File: config.mk
export PLATFORM = sky130hd
export DESIGN_NAME = ifetch_unit
export DESIGN_NICKNAME = d
export VERILOG_FILES = /design/src/rtl/ifetch_unit.sv
export SDC_FILE = /design/constraint.sdc
export NUM_CORES = 1
export LEC_CHECK = 0
export ABC_CLOCK_PERIOD_IN_PS = 7400
export CAP_MARGIN = 40
export CORE_ASPECT_RATIO = 0.5
export CORE_MARGIN = 4
export CORE_UTILIZATION = 47
export CTS_CLUSTER_DIAMETER = 60
export DETAILED_ROUTE_END_ITERATION = 12
export PLACE_DENSITY = 0.76
export SYNTH_ARGS = -nofsm -noshare
export SYNTH_HDL_FRONTEND = slang
export SYNTH_SLANG_ARGS = --single-unit
File: constraint.sdc
create_clock -name clk -period 7.4 [get_ports clk]
set_input_delay 1.85 -clock clk [delete_from_list [all_inputs] [get_ports clk]]
set_output_delay 1.85 -clock clk [all_outputs]
set_load 0.05 [all_outputs]
File: src/rtl/ifetch_unit.sv
// rtl/ifetch_unit.sv - instruction fetch stage: PC, ROM index, fetch queue, redirects
// Optional IFETCH_MISALIGN_CHK_EN traps misaligned redirects into a sticky error state.
module ifetch_unit #(
    parameter int          XLEN       = 32,
    parameter int          ADDR_WIDTH = 5,
    parameter logic [31:0] RESET_PC   = 32'h0000_0000,
    parameter int          FQ_DEPTH   = 2
) (
    input  logic                  clk,
    input  logic                  rst,
    input  logic                  fetch_en,
    output logic [ADDR_WIDTH-1:0] imem_addr,
    input  logic [XLEN-1:0]       imem_instr,
    input  logic                  redirect_valid,
    input  logic [XLEN-1:0]       redirect_pc,
    output logic                  dec_valid,
    input  logic                  dec_ready,
    output logic [XLEN-1:0]       dec_instr,
    output logic [XLEN-1:0]       dec_pc,
    output logic                  fetch_err
);
    localparam int PW = $clog2(FQ_DEPTH);
    localparam logic [1:0] S_IDLE = 2'd0;
    localparam logic [1:0] S_RUN  = 2'd1;
    localparam logic [1:0] S_ERR  = 2'd2;
    localparam logic [XLEN-1:0] NOP = 32'h0000_0013;

    logic [1:0]      state;
    logic [XLEN-1:0] pc;
    logic [XLEN-1:0] last_pc;
    logic [XLEN-1:0] q_pc    [FQ_DEPTH];
    logic [XLEN-1:0] q_instr [FQ_DEPTH];
    logic [PW-1:0]   wr_ptr;
    logic [PW-1:0]   rd_ptr;
    logic [PW:0]     count;

    logic            full;
    logic            pop;
    logic            push;
    logic            redirect_take;
    logic            misalign;
    logic [XLEN-1:0] redirect_target;

    assign imem_addr     = pc[ADDR_WIDTH+1:2];
    assign full          = (count == (PW+1)'(FQ_DEPTH));
    assign dec_valid     = (count != '0);
    assign pop           = dec_valid & dec_ready;
    assign redirect_take = redirect_valid && (state != S_ERR);
    assign push          = (state == S_RUN) && !redirect_take && (!full || pop);

    assign dec_instr = dec_valid ? q_instr[rd_ptr] : NOP;
    assign dec_pc    = dec_valid ? q_pc[rd_ptr] : last_pc;

`ifdef IFETCH_MISALIGN_CHK_EN
    logic err_q;
    assign misalign        = redirect_take && (redirect_pc[1:0] != 2'b00);
    assign redirect_target = misalign ? redirect_pc : (redirect_pc & ~XLEN'(3));
    assign fetch_err       = err_q;
`else
    assign misalign        = 1'b0;
    assign redirect_target = redirect_pc & ~XLEN'(3);
    assign fetch_err       = 1'b0;
`endif

    // Queue storage needs no reset: count gates every read.
    always_ff @(posedge clk) begin
        if (push) begin
            q_pc[wr_ptr]    <= pc;
            q_instr[wr_ptr] <= imem_instr;
        end
    end

    always_ff @(posedge clk) begin
        if (!rst) begin
            state   <= S_IDLE;
            pc      <= RESET_PC;
            last_pc <= '0;
            wr_ptr  <= '0;
            rd_ptr  <= '0;
            count   <= '0;
`ifdef IFETCH_MISALIGN_CHK_EN
            err_q   <= 1'b0;
`endif
        end else begin
            last_pc <= dec_pc;
            if (redirect_take) begin
                pc     <= redirect_target;
                wr_ptr <= '0;
                rd_ptr <= '0;
                count  <= '0;
                if (misalign) begin
                    state <= S_ERR;
`ifdef IFETCH_MISALIGN_CHK_EN
                    err_q <= 1'b1;
`endif
                end
            end else begin
                case (state)
                    S_IDLE:  if (fetch_en)  state <= S_RUN;
                    S_RUN:   if (!fetch_en) state <= S_IDLE;
                    default: state <= state;
                endcase
                if (push) begin
                    wr_ptr <= wr_ptr + 1'b1;
                    pc     <= pc + 32'd4;
                end
                if (pop) begin
                    rd_ptr <= rd_ptr + 1'b1;
                end
                case ({push, pop})
                    2'b10:   count <= count + 1'b1;
                    2'b01:   count <= count - 1'b1;
                    default: count <= count;
                endcase
            end
        end
    end
endmodule

Word level (Yosys, flattened, before mapping)
Memories as Yosys holds them, arrays and structs flattened. A register that Yosys moved wholly into a read port is not among the register bits.
Cells that the tools add are included.

storage, ports and cells
  memories kept = 2
  word-level logic and storage cells = 51
  memory bits (writable) = 128
  flip-flop bits (word level) = 70
  output and inout port bits = 71

memories
  name     words  bits a word  rd ports  clocked after memory_dff  write ports  line  RTL
  q_instr  2      32           1         1                         1            32    logic [XLEN-1:0] q_instr [FQ_DEPTH];
  q_pc     2      32           1         1                         1            31    logic [XLEN-1:0] q_pc [FQ_DEPTH];

cells by class
  eq/ne operators = 7
  reductions and logical operators = 13
  multiplexer cells = 14
  add/subtract/negate cells = 5
  bitwise gates (word level) = 3

operator list
  cell                                               count
  2-to-1 mux 32 bit                                  4
  adder 32 x 3 -> 32 bit (second input constant)     1
  one-hot mux 2 bit (2 select lines)                 2
  nonzero test 2 bit                                 4
  2-to-1 mux 1 bit                                   6
  inequality test 2 bit (second input constant)      3
  == test 2 x 1 -> 1 bit (second input constant)     2
  == test 2 bit (second input constant)              2
  2-to-1 mux 2 bit                                   2
  AND reduction 4 bit                                1
  logical AND 1 bit                                  3
  adder 1 bit (second input constant)                2
  adder 2 x 1 -> 2 bit (second input constant)       1
  logical NOT 1 bit                                  2
  logical NOT 2 bit                                  1
  NOT 1 bit                                          2
  OR reduction 2 bit                                 1
  subtractor 2 x 1 -> 2 bit (second input constant)  1
  bitwise AND 1 bit                                  1
  logical OR 1 bit                                   1

Depth between registers and ports, before layout
  word-level depth = 7
  gate-level depth with buffers = 7

Worst setup path before layout
Ideal clock, no wire load.

  path type = input to register
  from = input port redirect_valid
  to = memory q_instr[0][0], enable pin
  setup slack = 0.314 ns
  cell stages on the path = 3
  setup time = 0.558 ns
  data required time = 6.842 ns
  arrival = 6.528 ns
  path through = clkbuf_1 -> clkbuf_1 -> nor3_1

between the ends
  word-level cells in the longest chain between the ends = 6

RTL lines
  what                                    line  RTL
  start: declaration                      14    input logic redirect_valid,
  logical AND 1 bit                       48    assign redirect_take = redirect_valid && (state != S_ERR);
  logical NOT 1 bit                       49    assign push = (state == S_RUN) && !redirect_take && (!full || pop);
  logical AND 1 bit (2 in series)         49
  2-to-1 mux 1 bit                        67    if (push) begin
  2-to-1 mux 1 bit (implied by the code)  69    q_instr[wr_ptr] <= imem_instr;
  end: declaration                        32

Every way passes these cells.

Worst setup path after layout
  from = register count[1]
  to = output port dec_instr[1]

between the ends
  word-level cells in the longest chain between the ends = 2

RTL lines
  what                      line  RTL
  start: declaration        35    logic [PW:0] count;
  start signal: assignment  111   2'b10: count <= count + 1'b1;
  start signal: assignment  112   2'b01: count <= count - 1'b1;
  start signal: assignment  113   default: count <= count;
  nonzero test 2 bit        46    assign dec_valid = (count != '0);
  2-to-1 mux 32 bit         51    assign dec_instr = dec_valid ? q_instr[rd_ptr] : NOP;
  end: declaration          18    output logic [XLEN-1:0] dec_instr,

Every way passes these cells.

==> impl_metrics.ini <==
[outcome]
outcome = finished clean

[die]
die_area_um2 = 18500
core_area_um2 = 15700
rows = 32
ios = 140
die_h_um = 98.3
start_util_pct = 48.8
die_w_um = 189

[layout]
nNetsFinal = 798
fill_cells = 1206
multi_input_area_um2 = 2390
instances_no_fill = 962
syn_to_final_growth_pct = 28.1
antenna_cells = 0
drive_above_1_share_pct = 7.15
seq_area_um2 = 5090
postLayoutCoreUtil_pct = 62.6

[detailed_routing]
wl_met3_um = 973
wl_per_cell_um = 16.9
drt_pre_antenna_iters = 4
num_vias = 4947
drt_iter0_drc = 387
wl_um = 16300
drc = 0
wl_met2_um = 7700
vias_per_cell = 5.14
ant_nets = 0
wl_met1_um = 7490
highest_layer = met4

[critical_path]
rr_worst_depth = 6
cp-end-kind = output pin
setup.worst_path.start = count[1]
crit_buf_inv = 3
cp-start-kind = flip-flop
rr_startpoint = count[1]
worstPathCellList = nor2_4, buf_4, inv_1, nand2_1, clkdlybuf4s50_1
arrival_ps = 3350
cpPeakStageDelay_ps = 810
criticalPathCategory = reg -> out
reg2reg_slack_ps = 4940
slowest_stage = clkdlybuf4s50_1
crit_fanout = 56
crit_family = buffers and inverters
worstReg2RegEnd = rd_ptr
cp.required_ps = 5550

[timing]
setup_violations = 0
slew_headroom_pct = 43.1
clock.fmax_mhz = 192
finalHoldViolations = 0
finalCritPeriodShare_pct = 70.2
period_minus_slack_ps = 5200
worst_hold_slack_ps = 483
grt_setup_unrepaired = false
finClkSkew_ps = 7.50
slew_viol_final = 0
final.setup.tns_ps = 0
worstMarginPinSlew_ps = 853

[logic_synthesis]
synth-xor-area-share_pct = 3.54
synthSimpleGateAreaFrac_pct = 12.8
avgSynthCellArea_um2 = 12.7
synthesis.area_um2 = 7670
ys_types = 37
synth_adder_area_share_pct = 0.163
synth-async-reset-ratio_pct = 0
synth_mux_area_share_pct = 8.63
ys.flop_type = edfxtp_1
postSynthCellCount = 604
ys_ff_latch = 192
yosys_warnings = 0
ys_seq_area_share_pct = 66.3
synth_fp_nets = 674
synth_compound_area_share_pct = 5.86
synth_edf_count = 124
synth_top_family_by_area = simple AND/OR/NAND/NOR gates

[power]
vdd_ir_drop_max_mv = 0.175
leakage_nw = 3.23
power.density_nw_per_um2 = 234

[cts]
ctsHoldBuffers = 0
postCtsSetupBuffers = 0
numCtsBuffers = 17
clk_latency_ps = 410
clock_path_buffers = 2
cts.reportedPaths.clkPinSlew_ps = 70
cts_root_buf = clkbuf_16
clock-sinks = 192
cts_tree = yes
post_cts_resize_count = 0
htree_num_levels = 4

[placement]
portBuffers = 136
globalplace.congestion = 0.795
place_hpwl_um = 10600
placed_cells = 930

[hold_path]
hp-start = last_pc[0]
hold_path_depth = 1
min_to = last_pc[0]
hold_path.class = reg -> reg

[global_routing]
grt_use_total_pct = 18.1
antenna_found_initial = 0
grt_pass1_vias = 5148
overflow = 0
grt_pass1_wl_um = 26700
grt_max_degree = 63

[flow_run]
drv_cap = 0
-- where the power goes --
group          switching [mW]  internal (mW)  leakage, nW
Clock                   0.403          0.535        0.303
Combinational          0.0934         0.0710         1.25
Sequential             0.0281           1.17         1.68
Total                   0.524           1.77         3.23
-- synth_stat cells, types with 2 or more instances --
cell type | number | area (um^2)
clkbuf_1 | 19 | 71.3
dfxtp_1 | 68 | 1360
nor2_1 | 41 | 154
xor2_1 | 23 | 201
inv_1 | 3 | 11.3
and2_1 | 34 | 213
buf_4 | 8 | 60.1
nand4_2 | 2 | 25.0
nor2b_1 | 2 | 12.5
clkinv_1 | 2 | 7.51
nand2_1 | 44 | 165
a21oi_1 | 26 | 130
nor4_4 | 3 | 63.8
nand3_1 | 19 | 95.1
mux2i_1 | 65 | 651
and4_1 | 2 | 17.5
o21ai_0 | 50 | 250
buf_2 | 10 | 50.1
o22ai_1 | 6 | 37.5
xnor2_1 | 8 | 70.1
and3_1 | 12 | 75.1
nand4_1 | 11 | 68.8
edfxtp_1 | 124 | 3720
nor3_1 | 7 | 35.0
o21ai_1 | 3 | 15.0
-- layer usage --
metal | vias to the layer above | track usage (%)
li1 | 2415 | -
met1 | 2386 | 25.2
met2 | 136 | 29.3
met3 | 10 | 4.00
met4 | 0 | 4.36
met5 | - | 0
-- layout by cell type, fill, tap and decap left out, types with 23 or more instances in the layout --
master and instances:
and2_1 34, nand2_1 44, a21oi_1 26, mux2i_1 65, o21ai_0 50, xor2_1 23
dfxtp_1 67, clkdlybuf4s50_1 136, edfxtp_1 124, nor2_1 40
-- registers in the layout (all words and copies together), names as in the netlist, named ones only --
signal and count:
wr_ptr 1, last_pc 32, count 2, q_instr 64, pc 30, state 1, rd_ptr 1, q_pc 60
-- how the worst max path moves through the flow --
stage / endpoint / slack [ps] / depth (start not counted)
floorplan: q_instr[0][0] / 310 / 3
global placement: dec_instr[1] / 2660 / 5
detailed placement: dec_instr[1] / 2600 / 5
CTS: dec_instr[1] / 2170 / 5
global route: dec_instr[0] / 1950 / 5
finish: dec_instr[1] / 2200 / 5
-- stage by stage --
step           worst slack (ps)  power [mW]  cell area, um^2
2_1_floorplan               314        1.30             7670
3_3_place_gp               2660        1.38             9180
3_5_place_dp               2600        1.38             9210
4_1_cts                    2170        2.32             9820
5_1_grt                    1950        2.38             9820
6_report                   2200        2.30             9820
-- area by class of cell --
class,count,area share (%)
clock buffers,19,4.73
clock inverters,13,1.52
inverters,5,0.191
multi-input cells,370,24.4
flip-flops and latches,192,51.8
well taps,221,2.82
repair buffers,142,14.5
-- kinds of logic (layout without fill, tap and decap cells) --
family / Yosys count / count (layout)
compound gates: 87 / 87
xor+xnor: 31 / 31
fa+ha+maj: 1 / 1
buf+inv: 42 / 179
flops: 192 / 192
mux: 66 / 66
other cells: 1 / 1
simple gates: 184 / 184
No activity file was read; power rests on OpenSTA's default activity.
